File: src/rtl/decode_stage.sv
// Instruction-decode stage: drives regfile read ports, bypasses writeback data,
// stalls on load-use hazards and registers the decoded ID/EX bundle.
module decode_stage #(
  parameter int DATA_W = 32,
  parameter int ADDR_W = 5,
  parameter int CNT_W  = 16
) (
  input  logic              clk,
  input  logic              rst_n,
  input  logic              if_valid,
  input  logic [DATA_W-1:0] if_instr,
  output logic              id_ready,
  output logic [ADDR_W-1:0] ReadRegister1,
  output logic [ADDR_W-1:0] ReadRegister2,
  input  logic [DATA_W-1:0] ReadData1,
  input  logic [DATA_W-1:0] ReadData2,
  input  logic              wb_regwrite,
  input  logic [ADDR_W-1:0] wb_waddr,
  input  logic [DATA_W-1:0] wb_wdata,
  input  logic              ex_ready,
  output logic              ex_valid,
  output logic [DATA_W-1:0] ex_rs_data,
  output logic [DATA_W-1:0] ex_rt_data,
  output logic [DATA_W-1:0] ex_imm,
  output logic [ADDR_W-1:0] ex_dest,
  output logic              ex_regwrite,
  output logic              ex_memread,
  output logic              ex_memwrite,
  output logic [2:0]        ex_alu_op,
  output logic              ex_illegal,
  output logic [CNT_W-1:0]  stall_count
);

  localparam logic [2:0] ALU_ADD = 3'd0;
  localparam logic [2:0] ALU_SUB = 3'd1;
  localparam logic [2:0] ALU_AND = 3'd2;
  localparam logic [2:0] ALU_OR  = 3'd3;
  localparam logic [2:0] ALU_SLT = 3'd4;

  // Register $0 is never forwarded: it always reads as the regfile value.
  function automatic logic [DATA_W-1:0] bypass(
    input logic [ADDR_W-1:0] src,
    input logic [DATA_W-1:0] rf_data,
    input logic              wr_en,
    input logic [ADDR_W-1:0] wr_addr,
    input logic [DATA_W-1:0] wr_data
  );
    if (wr_en && (wr_addr == src) && (src != {ADDR_W{1'b0}})) begin
      return wr_data;
    end else begin
      return rf_data;
    end
  endfunction

  logic [5:0]        op_s;
  logic [5:0]        funct_s;
  logic [ADDR_W-1:0] rs_s;
  logic [ADDR_W-1:0] rt_s;
  logic [ADDR_W-1:0] rd_s;

  assign op_s          = if_instr[31:26];
  assign rs_s          = if_instr[25:21];
  assign rt_s          = if_instr[20:16];
  assign rd_s          = if_instr[15:11];
  assign funct_s       = if_instr[5:0];
  assign ReadRegister1 = rs_s;
  assign ReadRegister2 = rt_s;

  logic [ADDR_W-1:0] dec_dest_s;
  logic              dec_rw_raw_s;
  logic              dec_rw_s;
  logic              dec_mr_s;
  logic              dec_mw_s;
  logic [2:0]        dec_alu_s;
  logic              dec_ill_s;
  logic [DATA_W-1:0] dec_imm_s;
  logic [DATA_W-1:0] dec_rs_data_s;
  logic [DATA_W-1:0] dec_rt_data_s;

  always_comb begin
    dec_dest_s   = {ADDR_W{1'b0}};
    dec_rw_raw_s = 1'b0;
    dec_mr_s     = 1'b0;
    dec_mw_s     = 1'b0;
    dec_alu_s    = ALU_ADD;
    dec_ill_s    = 1'b0;
    case (op_s)
      6'h00: begin
        dec_dest_s   = rd_s;
        dec_rw_raw_s = 1'b1;
        case (funct_s)
          6'h20:   dec_alu_s = ALU_ADD;
          6'h22:   dec_alu_s = ALU_SUB;
          6'h24:   dec_alu_s = ALU_AND;
          6'h25:   dec_alu_s = ALU_OR;
          6'h2A:   dec_alu_s = ALU_SLT;
          default: begin
            dec_ill_s    = 1'b1;
            dec_rw_raw_s = 1'b0;
          end
        endcase
      end
      6'h08: begin
        dec_dest_s   = rt_s;
        dec_rw_raw_s = 1'b1;
      end
      6'h23: begin
        dec_dest_s   = rt_s;
        dec_rw_raw_s = 1'b1;
        dec_mr_s     = 1'b1;
      end
      6'h2B:   dec_mw_s  = 1'b1;
      6'h04:   dec_alu_s = ALU_SUB;
      default: dec_ill_s = 1'b1;
    endcase
  end

  assign dec_rw_s      = dec_rw_raw_s && (dec_dest_s != {ADDR_W{1'b0}});
  assign dec_imm_s     = {{(DATA_W-16){if_instr[15]}}, if_instr[15:0]};
  assign dec_rs_data_s = bypass(rs_s, ReadData1, wb_regwrite, wb_waddr, wb_wdata);
  assign dec_rt_data_s = bypass(rt_s, ReadData2, wb_regwrite, wb_waddr, wb_wdata);

  logic              ex_valid_q,    ex_valid_d;
  logic [DATA_W-1:0] ex_rs_data_q,  ex_rs_data_d;
  logic [DATA_W-1:0] ex_rt_data_q,  ex_rt_data_d;
  logic [DATA_W-1:0] ex_imm_q,      ex_imm_d;
  logic [ADDR_W-1:0] ex_dest_q,     ex_dest_d;
  logic              ex_regwrite_q, ex_regwrite_d;
  logic              ex_memread_q,  ex_memread_d;
  logic              ex_memwrite_q, ex_memwrite_d;
  logic [2:0]        ex_alu_op_q,   ex_alu_op_d;
  logic              ex_illegal_q,  ex_illegal_d;
  logic [CNT_W-1:0]  stall_count_q, stall_count_d;

  logic adv_s;
  logic hazard_s;

  // A load in EX whose destination feeds this instruction must drain first.
  assign hazard_s = if_valid && ex_valid_q && ex_memread_q &&
                    (ex_dest_q != {ADDR_W{1'b0}}) &&
                    ((ex_dest_q == rs_s) || (ex_dest_q == rt_s));
  assign adv_s    = ex_ready || !ex_valid_q;
  assign id_ready = adv_s && !hazard_s;

  always_comb begin
    ex_valid_d    = ex_valid_q;
    ex_rs_data_d  = ex_rs_data_q;
    ex_rt_data_d  = ex_rt_data_q;
    ex_imm_d      = ex_imm_q;
    ex_dest_d     = ex_dest_q;
    ex_regwrite_d = ex_regwrite_q;
    ex_memread_d  = ex_memread_q;
    ex_memwrite_d = ex_memwrite_q;
    ex_alu_op_d   = ex_alu_op_q;
    ex_illegal_d  = ex_illegal_q;
    stall_count_d = stall_count_q;
    if (if_valid && id_ready) begin
      ex_valid_d    = 1'b1;
      ex_rs_data_d  = dec_rs_data_s;
      ex_rt_data_d  = dec_rt_data_s;
      ex_imm_d      = dec_imm_s;
      ex_dest_d     = dec_dest_s;
      ex_regwrite_d = dec_rw_s;
      ex_memread_d  = dec_mr_s;
      ex_memwrite_d = dec_mw_s;
      ex_alu_op_d   = dec_alu_s;
      ex_illegal_d  = dec_ill_s;
    end else if (adv_s) begin
      ex_valid_d = 1'b0;
    end else begin
      ex_valid_d = ex_valid_q;
    end
    if (hazard_s && (stall_count_q != {CNT_W{1'b1}})) begin
      stall_count_d = stall_count_q + {{(CNT_W-1){1'b0}}, 1'b1};
    end else begin
      stall_count_d = stall_count_q;
    end
  end

  always_ff @(posedge clk or negedge rst_n) begin
    if (!rst_n) begin
      ex_valid_q    <= 1'b0;
      ex_rs_data_q  <= {DATA_W{1'b0}};
      ex_rt_data_q  <= {DATA_W{1'b0}};
      ex_imm_q      <= {DATA_W{1'b0}};
      ex_dest_q     <= {ADDR_W{1'b0}};
      ex_regwrite_q <= 1'b0;
      ex_memread_q  <= 1'b0;
      ex_memwrite_q <= 1'b0;
      ex_alu_op_q   <= 3'd0;
      ex_illegal_q  <= 1'b0;
      stall_count_q <= {CNT_W{1'b0}};
    end else begin
      ex_valid_q    <= ex_valid_d;
      ex_rs_data_q  <= ex_rs_data_d;
      ex_rt_data_q  <= ex_rt_data_d;
      ex_imm_q      <= ex_imm_d;
      ex_dest_q     <= ex_dest_d;
      ex_regwrite_q <= ex_regwrite_d;
      ex_memread_q  <= ex_memread_d;
      ex_memwrite_q <= ex_memwrite_d;
      ex_alu_op_q   <= ex_alu_op_d;
      ex_illegal_q  <= ex_illegal_d;
      stall_count_q <= stall_count_d;
    end
  end

  assign ex_valid    = ex_valid_q;
  assign ex_rs_data  = ex_rs_data_q;
  assign ex_rt_data  = ex_rt_data_q;
  assign ex_imm      = ex_imm_q;
  assign ex_dest     = ex_dest_q;
  assign ex_regwrite = ex_regwrite_q;
  assign ex_memread  = ex_memread_q;
  assign ex_memwrite = ex_memwrite_q;
  assign ex_alu_op   = ex_alu_op_q;
  assign ex_illegal  = ex_illegal_q;
  assign stall_count = stall_count_q;

endmodule
File: config.mk
export PLATFORM = sky130hd
export DESIGN_NAME = decode_stage
export DESIGN_NICKNAME = d
export VERILOG_FILES = /design/src/rtl/decode_stage.sv
export SDC_FILE = /design/constraint.sdc
export NUM_CORES = 1
export LEC_CHECK = 0
export ABC_AREA = 0
export CORE_MARGIN = 4
export CORE_UTILIZATION = 38
export CTS_BUF_LIST = sky130_fd_sc_hd__clkbuf_8
export CTS_CLUSTER_DIAMETER = 30
export CTS_CLUSTER_SIZE = 14
export DETAILED_ROUTE_END_ITERATION = 16
export GPL_TIMING_DRIVEN = 0
export HOLD_SLACK_MARGIN = 0.08
export PLACE_DENSITY = 0.88
export SLEW_MARGIN = 20
export SYNTH_ARGS = -nofsm -noshare
export SYNTH_HDL_FRONTEND = slang
export SYNTH_SLANG_ARGS = --single-unit
File: constraint.sdc
create_clock -name clk -period 2.1 [get_ports clk]
set_input_delay 0.42 -clock clk [delete_from_list [all_inputs] [get_ports clk]]
set_output_delay 0.42 -clock clk [all_outputs]
set_load 0.05 [all_outputs]
# [Word-level counts from Yosys, hierarchy flattened]
# Index checks and enable logic that the tools add are counted.
[op_classes] add_sub_neg=1 eq_ne=14 n_mux=13 reduce_logical=25
[ops] operator="2-to-1 mux 32 bit" count=2
[ops] operator="equality test 6 bit (second input constant)" count=7
[ops] operator="equality test 5 bit" count=4
[ops] operator="nonzero test 5 bit" count=4
[ops] operator="adder 16 x 1 -> 16 bit (second input constant)" count=1
[ops] operator="inequality test 16 bit (second input constant)" count=1
[ops] operator="logical AND 1 bit" count=12
[ops] operator="one-hot mux 3 bit (4 select lines)" count=1
[ops] operator="one-hot mux 5 bit (2 select lines)" count=1
[ops] operator="equality test 6 x 3 -> 1 bit (second input constant)" count=1
[ops] operator="equality test 6 x 4 -> 1 bit (second input constant)" count=1
[ops] operator="zero test 6 bit" count=1
[ops] operator="2-to-1 mux 1 bit" count=6
[ops] operator="one-hot mux 3 bit (2 select lines)" count=1
[ops] operator="OR reduction 5 bit" count=1
[ops] operator="one-hot mux 1 bit (2 select lines)" count=2
[ops] operator="OR reduction 4 bit" count=1
[ops] operator="zero test 1 bit" count=2
[ops] operator="logical OR 1 bit" count=2
[ops] operator="nonzero test 2 bit" count=1
[ops] operator="OR reduction 2 bit" count=1
[word_totals] ff_bits=109 word_cells=64

# [Longest topological paths before layout]
[logic_depth] ltp_word=8 depth_mapped=8 ltp_nobuf=6

# [Least setup slack after synthesis]
# No wires, ideal clock.
[synth_timing] path_kind="register to register" startpoint="register ex_dest_q[1] (netlist: ex_dest[1])" endpoint="register, netlist name ex_imm[15]" setup_time_ps=125 t_arrival_ps=2196 required_time_ps=1975 path_slack_ps=-221 stages_incl_launch_ff=7 synth_period_minus_slack_ps=2321 path_cell_list="dfrtp_1 -> or4_1 -> o2111ai_2 -> o211a_1 -> buf_4 -> buf_6 -> mux2_2"
[synth_via] elab_chain_cells=6 elab_cells_between_ends=9 cone_classes="2 x eq/ne; 7 x reduce/logical"
[synth_lines] item="from (decl)" line_no="127" source="logic [ADDR_W-1:0] ex_dest_q, ex_dest_d;"
[synth_lines] item="from (signal assigned)" line_no="186" source="ex_dest_q <= {ADDR_W{1'b0}};"
[synth_lines] item="from (signal assigned)" line_no="198" source="ex_dest_q <= ex_dest_d;"
[synth_lines] item="equality test 5 bit or nonzero test 5 bit (tied branches)" line_no="141, 140"
[synth_lines] item="logical OR 1 bit or logical AND 1 bit (tied branches)" line_no="141, 139"
[synth_lines] item="logical AND 1 bit (*)" line_no="140" source="(ex_dest_q != {ADDR_W{1'b0}}) &&"
[synth_lines] item="zero test 1 bit (*)" line_no="143" source="assign id_ready = adv_s && !hazard_s;"
[synth_lines] item="logical AND 1 bit (*)" line_no="143"
[synth_lines] item="logical AND 1 bit (*)" line_no="157" source="if (if_valid && id_ready) begin"
# Mark *: on every way between the ends. The rest lies on a longest branch, timed or not.
# A chain may end at the register's enable or synchronous reset.

# [Worst setup path after layout]
[layout_timing] startpoint="input if_instr[22]" endpoint="output id_ready"
[layout_via] elab_chain_cells=5
[layout_lines] item="from (decl)" line_no="11" source="input logic [DATA_W-1:0] if_instr,"
[layout_lines] item="equality test 5 bit" line_no="141" source="((ex_dest_q == rs_s) || (ex_dest_q == rt_s));"
[layout_lines] item="logical OR 1 bit" line_no="141"
[layout_lines] item="logical AND 1 bit" line_no="140"
[layout_lines] item="zero test 1 bit" line_no="143"
[layout_lines] item="logical AND 1 bit" line_no="143"
[layout_lines] item="to (decl)" line_no="12" source="output logic id_ready,"
# No other way between the ends.

==> results.tsv <==
stage	metric	value	unit
floorplanning	die height	128	µm
detailed_routing	WL per Instance	19.7	µm
floorplanning	Boundary Pins	274	
clock_tree	CTS Buf Count	9	
detailed_routing	Vias	5147	
power	power per cell area	705	nW/µm²
floorplanning	Die Width	128	µm
layout	P&R area growth vs syn	75.1	%
place	pre-CTS setup slack	-0.975	ns
outcome	failing checks	negative setup slack	
global_route	initial antenna violation count	0	
critical_path	CP startpoint kind	input port	
synth	ys flop type	dfrtp_1	
clock_tree	Clk pin slew, worst setup/hold paths	0.11	ns
clock_tree	H-tree Lvls	3	
timing	fin crit period	2.38	ns
timing	slew margin rel.	0.431	
timing	setup violators final	102	
timing	worst setup margin	-0.284	ns
power	Max VDD drop	0.000408	V
detailed_routing	Routed WL	19.8	mm
synth	Syn Nets	650	
critical_path	slowest CP cell	clkdlybuf4s50_1	
synth	biggest area consumer among synthesized cells	dfrtp_1	
global_route	grt ovf	0	
synth	Synth top cells by count	dfrtp_1 (109), nor2_1 (79), a21oi_1 (73)	
timing	slew at the pin closest to its max-slew limit	0.846	ns
synth	Synth Area in Simple Gates	0.114	
floorplanning	core area	14000	µm²
power	P_leak	3.94	nW
timing	Final Slew Violations	0	
synth	YS warnings	0	
layout	Filler Cell Count	1051	
place	Post-DP Area	8470	µm²
synth	Adder-Cell Fraction of Synth Area	0.00229	
synth	XOR/XNOR share of the synthesized area	0.0497	
place	Post-Place Cells	965	
layout	storage element area	2730	µm²
synth	Post-Syn Area	5470	µm²
timing	crit share post-route	1.14	
layout	final core occ	0.684	
critical_path	Max FO, Critical Path	5	
outcome	status	finished, violations left	
synth	largest family of logic cells by synthesized area	multiplexers	
timing	RSZ-0062 raised after global routing	yes	
synth	Synth area leaders	dfrtp_1 (50%), mux2i_1 (12%), a21oi_1 (6.7%)	
place	number of port buffers	273	
timing	clk_skew	0.0125	ns
flow_run	Max Cap Violations	0	
global_route	vias in the first global route	5427	
synth	Mean Syn Cell Area	10.7	µm²
timing	Min Hold Slack	0.501	ns
timing	Max Freq	419	MHz
layout	cell area after layout	9570	µm²
critical_path	WS Path Type	input port to primary output	
place	post-DP HPWL	14.0	mm
detailed_routing	drt via density	5.14	
synth	Distinct cells, synth	35	
clock_tree	CTS tree	done	
synth	asr flop ratio synth	1.00	
global_route	largest net degree at the start of global routing	62	
detailed_routing	DR iter-0 viols	190	
synth	post-synthesis mux area share	0.171	
worst_hold_path	HP Class	flop to flop	
clock_tree	clk root buf	clkbuf_8	
timing	setup TNS	-15.68	ns
detailed_routing	post-route DRC violation count	0	
place	RePlAce Congestion	0.830	
global_route	gr usage total	0.232	
timing	Final Hold Fails	0	
layout	fraction of layout cells with a size suffix above 1	0.238	
layout	Ant. Diodes	0	
clock_tree	clk_lat worst skew	0.37	ns
global_route	first-pass GRT wire length	29.6	mm
synth	Syn Inst Count	511	
critical_path	Critical Path RT	1.68	ns
synth	sequential element share of the synthesized area	0.499	
detailed_routing	Final ANT Viol Nets	0	
layout	Final #Nets	957	
critical_path	crit path buf inv count	2	
detailed_routing	drt pass-1 iters	4	
layout	fin cells	1001	
synth	Compound-Gate Fraction of Synth Area	0.0936	
synth	number of enable flip-flop cells after synthesis	0	
synth	top-count cell post-synth	dfrtp_1	
floorplanning	total die area	16400	µm²
floorplanning	Initial Util	0.391	
power	Pwr Total	6.75	mW
critical_path	cell family with most CP delay	buffers and inverters	
synth	Yosys top cell area share	0.499	
synth	#FFs+latches synth	109	
clock_tree	CTS Sinks	109	
critical_path	crit-path cells	clkdlybuf4s50_1, xor2_1, nor3_1, a22oi_2, o21a_2, buf_8	
layout	footprint of the multi-input gates	2750	µm²
clock_tree	Max Root-Sink Buffers	2	
critical_path	crit-path max cell delay	0.50	ns
critical_path	critical path endpoint category	primary output	
critical_path	worst path arrival time	1.96	ns
floorplanning	row cnt	43	
==> sequential cells by signal (all words and copies together), names as in the netlist <==
name and count:
ex_rs_data 32, ex_valid 1, ex_alu_op 3, ex_memread 1, ex_regwrite 1, ex_rt_data 32
ex_memwrite 1, ex_illegal 1, ex_dest 5, stall_count 16, ex_imm 16
==> final timing paths <==
path	start	end	slack [ns]	depth (start not counted)
max in group asynchronous	rst_n	ex_rt_data[23]	0.87	3
max reg2reg	ex_dest[1]	ex_rs_data[9]	-0.22	11
min in group asynchronous	rst_n	stall_count[6]	0.55	2
min reg2reg	stall_count[9]	stall_count[9]	0.50	1
max	if_instr[22]	id_ready	-0.28	6
min	stall_count[9]	stall_count[9]	0.50	1
==> cells in the final DEF (no fill, tap or decap), types with 4 or more instances in the layout <==
| cell | instances |
|---|---|
| dfrtp_1 | 105 |
| mux2_4 | 9 |
| buf_4 | 34 |
| dlygate4sd2_1 | 30 |
| nor2_1 | 54 |
| clkdlybuf4s50_1 | 216 |
| a22oi_1 | 5 |
| nor2_4 | 22 |
| buf_8 | 11 |
| dlymetal6s2s_1 | 14 |
| clkbuf_8 | 9 |
| buf_6 | 9 |
| a21oi_1 | 32 |
| clkdlybuf4s15_1 | 6 |
| mux2_2 | 16 |
| and3_1 | 5 |
| a21oi_2 | 41 |
| dfrtp_2 | 4 |
| buf_12 | 11 |
| nand2_1 | 6 |
| nand2b_1 | 4 |
| nor3_1 | 9 |
| xor2_1 | 17 |
| nand4_1 | 7 |
| buf_16 | 6 |
| xnor2_1 | 14 |
| mux2i_1 | 65 |
| nand3_1 | 12 |
==> final cells by class <==
type,instances,area share
tap,180,0.0235
multi-input combinational,349,0.287
timing repair buffer,299,0.331
inverter,2,0.000784
sequential,109,0.285
clock inverter,5,0.00810
clock buffer,9,0.0129
buffer,48,0.0512
==> power by group <==
group	leakage [nW]	internal, mW	switching [mW]
clock	0.101	0.656	0.733
sequential	1.28	2.33	0.187
combinational	2.57	1.14	1.70
total	3.94	4.12	2.63
==> layer usage <==
metal  up-vias  global-route usage  share of wire
met5         -                   0              0
met4         0              0.0924          0.031
met3        36              0.0554          0.062
met2       195               0.390           0.50
met1      2528               0.288           0.41
li1       2388                   -              -
==> repair_timing <==
action | CTS | global route
endpoints found under the hold margin | 48 | 0
buffers inserted | 17 | 1
pin swaps | 1 | 3
hold buffers | 1 | 0
setup endpoints to repair | 140 | 123
gates resized for setup | 156 | 86
gates cloned | 9 | 1
==> cell families (layout without fill, tap and decap cells) <==
kind of cell,Yosys count,after routing
adders and majority gates,1,1
muxes,90,90
and+or+nand+nor,136,136
buffers and inverters,53,363
DFF,109,109
xor gates and xnor gates,31,31
AOI/OAI and AO/OA,91,91
==> worst register-to-register path, cell delays in order, from the launching register on <==
cell	delay (ns)
dfrtp_2	0.44
buf_4	0.16
xor2_1	0.14
nor3_1	0.29
a22oi_2	0.15
o211a_1	0.28
buf_8	0.15
buf_12	0.14
buf_12	0.14
buf_4	0.14
buf_12	0.13
a21oi_2	0.11
No activity file was read; power rests on OpenSTA's default activity.
